===== src/rtl/tdm_mux_param.sv =====
// -----------------------------------------------------------------------------
// tdm_mux_param
// Round-robin time-division multiplexer. NCH input channels of width W share
// one output bus. Each enabled channel occupies SLOT_CYCLES cycles per frame.
// Disabled channels are skipped. The channel mask and the run request are
// taken only in IDLE and at frame boundaries, so every frame is complete.
//
// Ports
//   clk         clock, rising edge
//   rst         asynchronous active-high reset
//   en          run request, sampled in IDLE and at frame boundaries
//   ch_mask     per-channel enable, bit k serves channel k
//   in_bus      packed channel data, channel k at [k*W +: W]
//   out_data    registered data of the channel being served
//   out_ch      index of the channel on out_data
//   out_valid   out_data/out_ch are meaningful
//   frame_start high on every cycle of the first slot of a frame
// -----------------------------------------------------------------------------
module tdm_mux_param #(
    parameter int unsigned  NCH         = 4,
    parameter int unsigned  W           = 8,
    parameter int unsigned  SLOT_CYCLES = 1,
    localparam int unsigned CH_W        = $clog2(NCH)
) (
    input  logic              clk,
    input  logic              rst,
    input  logic              en,
    input  logic [NCH-1:0]    ch_mask,
    input  logic [NCH*W-1:0]  in_bus,
    output logic [W-1:0]      out_data,
    output logic [CH_W-1:0]   out_ch,
    output logic              out_valid,
    output logic              frame_start
);

    // Keep the slot counter at least one bit wide when SLOT_CYCLES is 1.
    localparam int unsigned CNT_W = (SLOT_CYCLES > 1) ? $clog2(SLOT_CYCLES) : 1;

    typedef enum logic [0:0] {StIdle, StRun} state_e;

    state_e            state_q, state_d;
    logic [CH_W-1:0]   cur_ch_q, cur_ch_d;
    logic [CNT_W-1:0]  slot_cnt_q, slot_cnt_d;
    logic [NCH-1:0]    mask_q, mask_d;
    logic              first_q, first_d;
    logic [W-1:0]      out_data_d;
    logic [CH_W-1:0]   out_ch_d;
    logic              out_valid_d;
    logic              frame_start_d;

    logic [W-1:0]      sel_data;
    logic [CH_W-1:0]   new_first_ch;
    logic [CH_W-1:0]   next_ch;
    logic              next_found;
    logic              start_ok;

    // Data of the channel currently served.
    always_comb begin
        sel_data = '0;
        for (int k = 0; k < int'(NCH); k++) begin
            if (cur_ch_q == CH_W'(k)) begin
                sel_data = in_bus[k*W +: W];
            end
        end
    end

    // Lowest set bit of the incoming mask (first channel of a new frame).
    always_comb begin
        new_first_ch = '0;
        for (int k = int'(NCH) - 1; k >= 0; k--) begin
            if (ch_mask[k]) begin
                new_first_ch = CH_W'(k);
            end
        end
    end

    // Next set bit of the latched mask strictly above the current channel.
    always_comb begin
        next_ch    = '0;
        next_found = 1'b0;
        for (int k = int'(NCH) - 1; k >= 0; k--) begin
            if (mask_q[k] && (k > int'(cur_ch_q))) begin
                next_ch    = CH_W'(k);
                next_found = 1'b1;
            end
        end
    end

    assign start_ok = en && (|ch_mask);

    always_comb begin
        state_d       = state_q;
        cur_ch_d      = cur_ch_q;
        slot_cnt_d    = slot_cnt_q;
        mask_d        = mask_q;
        first_d       = first_q;
        out_data_d    = out_data;
        out_ch_d      = out_ch;
        out_valid_d   = 1'b0;
        frame_start_d = 1'b0;

        unique case (state_q)
            StIdle: begin
                if (start_ok) begin
                    state_d    = StRun;
                    mask_d     = ch_mask;
                    cur_ch_d   = new_first_ch;
                    slot_cnt_d = '0;
                    first_d    = 1'b1;
                end
            end
            StRun: begin
                out_data_d    = sel_data;
                out_ch_d      = cur_ch_q;
                out_valid_d   = 1'b1;
                frame_start_d = first_q;
                if (slot_cnt_q == CNT_W'(SLOT_CYCLES - 1)) begin
                    slot_cnt_d = '0;
                    first_d    = 1'b0;
                    if (next_found) begin
                        cur_ch_d = next_ch;
                    end else if (start_ok) begin
                        // Frame boundary: pick up the new mask, no bubble.
                        mask_d   = ch_mask;
                        cur_ch_d = new_first_ch;
                        first_d  = 1'b1;
                    end else begin
                        state_d = StIdle;
                    end
                end else begin
                    slot_cnt_d = slot_cnt_q + CNT_W'(1);
                end
            end
            default: state_d = StIdle;
        endcase
    end

    always_ff @(posedge clk or posedge rst) begin
        if (rst) begin
            state_q     <= StIdle;
            cur_ch_q    <= '0;
            slot_cnt_q  <= '0;
            mask_q      <= '0;
            first_q     <= 1'b0;
            out_data    <= '0;
            out_ch      <= '0;
            out_valid   <= 1'b0;
            frame_start <= 1'b0;
        end else begin
            state_q     <= state_d;
            cur_ch_q    <= cur_ch_d;
            slot_cnt_q  <= slot_cnt_d;
            mask_q      <= mask_d;
            first_q     <= first_d;
            out_data    <= out_data_d;
            out_ch      <= out_ch_d;
            out_valid   <= out_valid_d;
            frame_start <= frame_start_d;
        end
    end

endmodule


===== config.mk =====
export PLATFORM = sky130hd
export DESIGN_NAME = tdm_mux_param
export DESIGN_NICKNAME = d
export VERILOG_FILES = /design/src/rtl/tdm_mux_param.sv
export SDC_FILE = /design/constraint.sdc
export NUM_CORES = 1
export LEC_CHECK = 0
export ABC_CLOCK_PERIOD_IN_PS = 1650
export BUFFER_PORTS_ARGS = -buffer_cell sky130_fd_sc_hd__buf_2
export CORE_MARGIN = 2
export CORE_UTILIZATION = 35
export DETAILED_ROUTE_END_ITERATION = 16
export PLACE_DENSITY = 0.72
export SETUP_SLACK_MARGIN = 0.3
export SYNTH_ARGS = -nofsm -noshare
export SYNTH_HDL_FRONTEND = slang
export SYNTH_SLANG_ARGS = --single-unit
export TNS_END_PERCENT = 5

===== constraint.sdc =====
create_clock -name clk -period 1.65 [get_ports clk]
set_input_delay 0.33 -clock clk [delete_from_list [all_inputs] [get_ports clk]]
set_output_delay 0.33 -clock clk [all_outputs]
set_load 0.01 [all_outputs]

Yosys cells after proc, flatten, opt, wreduce, memory -nomap -nowiden
Index checks and enable logic that the tools add are counted.

storage, ports and cells
  output and inout port bits = 12
  memory bits (read-only) = 0
  RAM bits = 0
  memories kept = 0
  bits in latches = 0
  logic and storage cells = 63
  register bits = 21

operators by class
  div/mod/pow operators = 0
  add/sub/neg operators = 1
  magnitude comparators = 3
  eq/ne operators = 6
  mux-type cells = 35
  shifts and indexed selects = 0
  multiply operators = 0
  reductions and logical operators = 8
  bitwise operators = 1

operators with widths
  cell                                                                    count
  8-bit 2-to-1 mux                                                        4
  2-bit 2-to-1 mux                                                        10
  1-bit 2-to-1 mux                                                        13
  4-bit 2-to-1 mux                                                        3
  4-bit one-hot mux with 2 select lines                                   1
  2-bit != test (second input constant)                                   3
  1-bit one-hot mux with 2 select lines                                   3
  2-bit equality test (second input constant)                             2
  2-bit > comparator (first input constant)                               2
  1-bit logical AND                                                       4
  2-bit one-hot mux with 2 select lines                                   1
  2-bit AND reduction                                                     2
  4-bit OR reduction                                                      1
  2-bit by 1-bit equality test with 1-bit output (second input constant)  1
  1-bit by 2-bit > comparator with 1-bit output (first input constant)    1
  2-bit zero test                                                         1
  1-bit adder (second input constant)                                     1
  1-bit inverter                                                          1

Logic depth before layout (Yosys ltp)
  depth in word-level cells = 8
  mapped depth = 5
  gate-level depth less buffers = 4

Least setup slack after synthesis
OpenSTA, ideal clock, no wires.

  path kind = reg-to-reg
  start point = reg cur_ch_q[0]
  end point = reg out_data[1]
  data required time = 1.525 ns
  buffers on the path = 1
  stages on the path, launching flop included = 4
  library setup time = 0.125 ns
  path slack = 0.212 ns
  arrival = 1.313 ns
  path through = dfrtp_1 -> buf_6 -> mux4_2 -> mux2_4

between the ends
  cells in the longest elaborated chain, start to end = 5
  elaborated cells on any way between the ends = 8

RTL lines
  element                         line  source
  start: declaration              42    logic [CH_W-1:0] cur_ch_q, cur_ch_d;
  start signal: assignment        151   cur_ch_q <= cur_ch_d;
  2-bit zero test                 61    if (cur_ch_q == CH_W'(k)) begin
  8-bit 2-to-1 mux (3 in series)  61
  8-bit 2-to-1 mux *              61
  end signal: assignment          155   out_data <= out_data_d;
  end: declaration                30    output logic [W-1:0] out_data,

Every way passes the cells marked *; elsewhere a longest branch is shown, timed or not.
A chain may end at the register's enable or synchronous reset.

Final worst setup path
  start point = reg cur_ch_q[0]
  end point = reg out_data[2]

Same word-level chain as after synthesis.

==> out/metrics.sh <==
CRIT_PATH_MAX_FANOUT=5
INSERTEDDIODECOUNT=0
DRT_PASS1_ITERATIONS=10
YOSYSWARNINGS=0
CLKLATENCYLATEPIN_NS=0.30
CORE_REGION_AREA_UM2=2810
GRT_ANTENNA_BEFORE_REPAIR=0
HPWL_MM=1.80
SYN_AVG_CELL_AREA_UM2=14.0
MAX-VDD-IR-DROP_uV=801
MAX_SLEW_MARGIN=0.817
FLOORPLAN.INITIALDENSITY=0.374
GRT_REMAINING_OVERFLOW=0
POST-ROUTE-MIN-PERIOD_NS=1.48
WORST-SETUP-PATH-TYPE='flip-flop to flip-flop'
DRIVE_GT1_FRAC=0.621
VIAS=846
CLOCK.FMAX_MHz=676
PLACE_CONGESTION=0.768
TIMING.CRITICAL_PATH.BUF_INV=1
NUM-NETS-FINAL=172
CRITICAL-PATH-TOP-DELAY-FAMILY='multiplexers'
SYNTH_ENABLE_FLOP_CELLS=0
FIN_WORST_SKEW_NS=0.00817
FIN_CRIT_SH=0.896
STD_CELL_ROWS=19
LEAKAGE_POWER_TOTAL_nW=0.683
WORSTPATHCELLLIST='buf_4 -> mux4_1 -> mux2_2'
FINAL_HOLD_VIOL_COUNT=0
YOSYS_REGISTER_BITS=19
SETUP.WORST_PATH.END_CLASS='flip-flop'
ROUTED_WIRE_LENGTH_PER_INSTANCE_UM=14.1
CLOCK_TREE_ROOT_BUFFER_CELL='sky130_fd_sc_hd__clkbuf_4'
CTS_MADE_BUFFERS=3
CTS.SINKS=19
TRACK_USAGE=0.146
WORST_EP_ARRIVAL_TIME_NS=1.67
FIN_UTIL=0.501
SYNTH_SEQ_AREA_SHARE=0.453
POWER-PER-CELL-AREA_nW_PER_UM2=1740
SLEW_VIOLATIONS=0
CTS-ROOT-TO-SINK-BUFFERS=2
POST-ROUTE-DRC-COUNT=2
TIMING.HOLD.WORST.CLASS='input pin to async pin'
SYN-INSTANCE-COUNT=75
PATH_CLK_SLEW_NS=0.11
GRT_PASS1_VIAS=895
TIMING.MAX_CAP.VIOLATIONS=0
TOP_LEVEL_PORTS=51
ASYNC_FLOP_SHARE=1.00
FIRST_PASS_GRT_WIRE_LENGTH_MM=3.82
ROUTE.FINAL.WIRE_LENGTH_MM=2.29
STARTPOINT_TYPE='flip-flop'
TRITONCTS='yes'
ROUTE.ANTENNA.REMAINING_NETS=0
SYNTH_FP_NETS=114
FLOW.AREA_GROWTH_FROM_SYNTHESIS_PCT=34.0
TNS_NS=0
WORST_SLEW_PIN_SLEW_NS=0.274
CTS.HTREE.LEVELS=1
TIMING.CRITICAL_PATH.SLOWEST_STAGE_CELL='sky130_fd_sc_hd__mux4_1'
NUMBER_OF_VIAS_PER_CELL_AFTER_DETAILED_ROUTING=5.19
WORST_PATH_LARGEST_CELL_DELAY_NS=0.53
MOST-COMMON-LAYOUT-CELLS='50 x sky130_fd_sc_hd__buf_2, 17 x sky130_fd_sc_hd__dfrtp_1, 7 x sky130_fd_sc_hd__o21ai_0'
FAILED_CHECKS='design-rule violations'
SYN_AREA_UM2=1050
DIEHEIGHT_UM=58.8
RUN_STATUS='complete, but fails checks'
MOSTFREQUENTLAYOUTCELL='sky130_fd_sc_hd__buf_2'
DRT_ITER0_MARKERS=15
GRT_MAX_DEGREE=20
YOSYS_MOST_USED_DFF='sky130_fd_sc_hd__dfrtp_1'
WORST_EP_REQUIRED_TIME_NS=1.84
FINALSETUPVIOLATIONS=0
YOSYSUNIQUECELLTYPES=25
NUMPORTBUFFERS=50
DIE_WIDTH_UM=58.8
GRT_SETUP_UNREPAIRED='true'
DIE-AREA_UM2=3450
cells in the mapped netlist (2+ instances only):
cell | count | area, µm²
sky130_fd_sc_hd__a32o_1 | 3 | 30.0
sky130_fd_sc_hd__and2b_2 | 2 | 17.5
sky130_fd_sc_hd__buf_2 | 3 | 15.0
sky130_fd_sc_hd__dfrtp_1 | 19 | 475
sky130_fd_sc_hd__inv_1 | 4 | 15.0
sky130_fd_sc_hd__mux2_2 | 5 | 56.3
sky130_fd_sc_hd__mux2_4 | 5 | 75.1
sky130_fd_sc_hd__mux4_1 | 3 | 78.8
sky130_fd_sc_hd__mux4_2 | 5 | 113
sky130_fd_sc_hd__nand3b_1 | 2 | 15.0
sky130_fd_sc_hd__nor2b_1 | 2 | 12.5
sky130_fd_sc_hd__o21a_1 | 3 | 22.5
sky130_fd_sc_hd__o21ai_0 | 7 | 35.0
path summary, 6_finish.rpt:
| kind | endpoint | start | slack (ns) | cells after the start |
|---|---|---|---|---|
| hold / removal | out_data[7]$_DFFE_PP0P_ | rst | 0.03 | 3 |
| min in group clk | mask_q[2]$_DFFE_PP0P_ | ch_mask[2] | 0.34 | 2 |
| hold reg to reg | frame_start$_DFF_PP0_ | first_q$_DFFE_PP0P_ | 0.50 | 1 |
| max in group asynchronous | cur_ch_q[0]$_DFF_PP0_ | rst | 1.41 | 3 |
| setup / recovery | out_data[2]$_DFFE_PP0P_ | cur_ch_q[0]$_DFF_PP0_ | 0.17 | 3 |
| setup reg to reg | out_data[2]$_DFFE_PP0P_ | cur_ch_q[0]$_DFF_PP0_ | 0.17 | 3 |
kinds of logic (layout without fill, tap and decap cells):
family | Yosys count | in the layout | synth area share
AOI/OAI and AO/OA | 20 | 20 | 0.138
DFF | 19 | 19 | 0.453
muxes | 18 | 18 | 0.308
and+or+nand+nor | 10 | 10 | 0.0620
buffers and inverters | 8 | 65 | 0.0393
sequential cells by signal, indices dropped and copies added, names as in the netlist:
register,cells
first_q,1
state_q,1
out_ch,2
cur_ch_q,2
mask_q,3
frame_start,1
out_valid,1
out_data,8
worst min-delay path, stage by stage:
cell                    delay [ns]
sky130_fd_sc_hd__buf_2        0.09
sky130_fd_sc_hd__inv_1        0.04
sky130_fd_sc_hd__buf_4        0.25
per-stage QoR:
stage	area [µm²]	std cells	power [mW]	hold WS (ns)	worst slack, ns
CTS	1380	160	2.42	0.0302	0.179
global route	1410	163	2.65	0.0498	0.124
floorplan	1050	75	1.79	0.281	0.212
finish	1410	163	2.45	0.0283	0.171
detailed placement	1340	156	2.15	0.359	0.116
global placement	1340	156	2.09	0.356	0.159
power breakdown:
group	switching, mW	internal (mW)	total, mW
Sequential	0.196	0.710	0.906
Combinational	0.514	0.801	1.31
Clock	0.139	0.0903	0.229
area by class of cell:
type	instances	area, µm²
fillers	258	1400
multi-input cells	48	537
flip-flops and latches	19	478
repair buffers	57	310
well taps	31	38.8
clock buffers	3	22.5
inverters	4	15.0
clock inverters	1	5.00
what timing repair did:
| item | CTS | global route |
|---|---|---|
| hold buffers | 0 | 0 |
| setup endpoints to repair | 14 | 14 |
| buffers inserted | 0 | 3 |
| pin swaps | 0 | 0 |
| gates resized for setup | 5 | 0 |
routing by layer:
layer  vias to the layer above  track usage  share of wire  wire [µm]
li1                        409            -              -          -
met1                       414        0.158           0.38        869
met2                        21        0.281           0.56       1280
met3                         2       0.0418          0.054        124
met4                         0       0.0292         0.0057         13
met5                         -            0              0          0
Note: power is estimated with default switching activity, not from simulation.
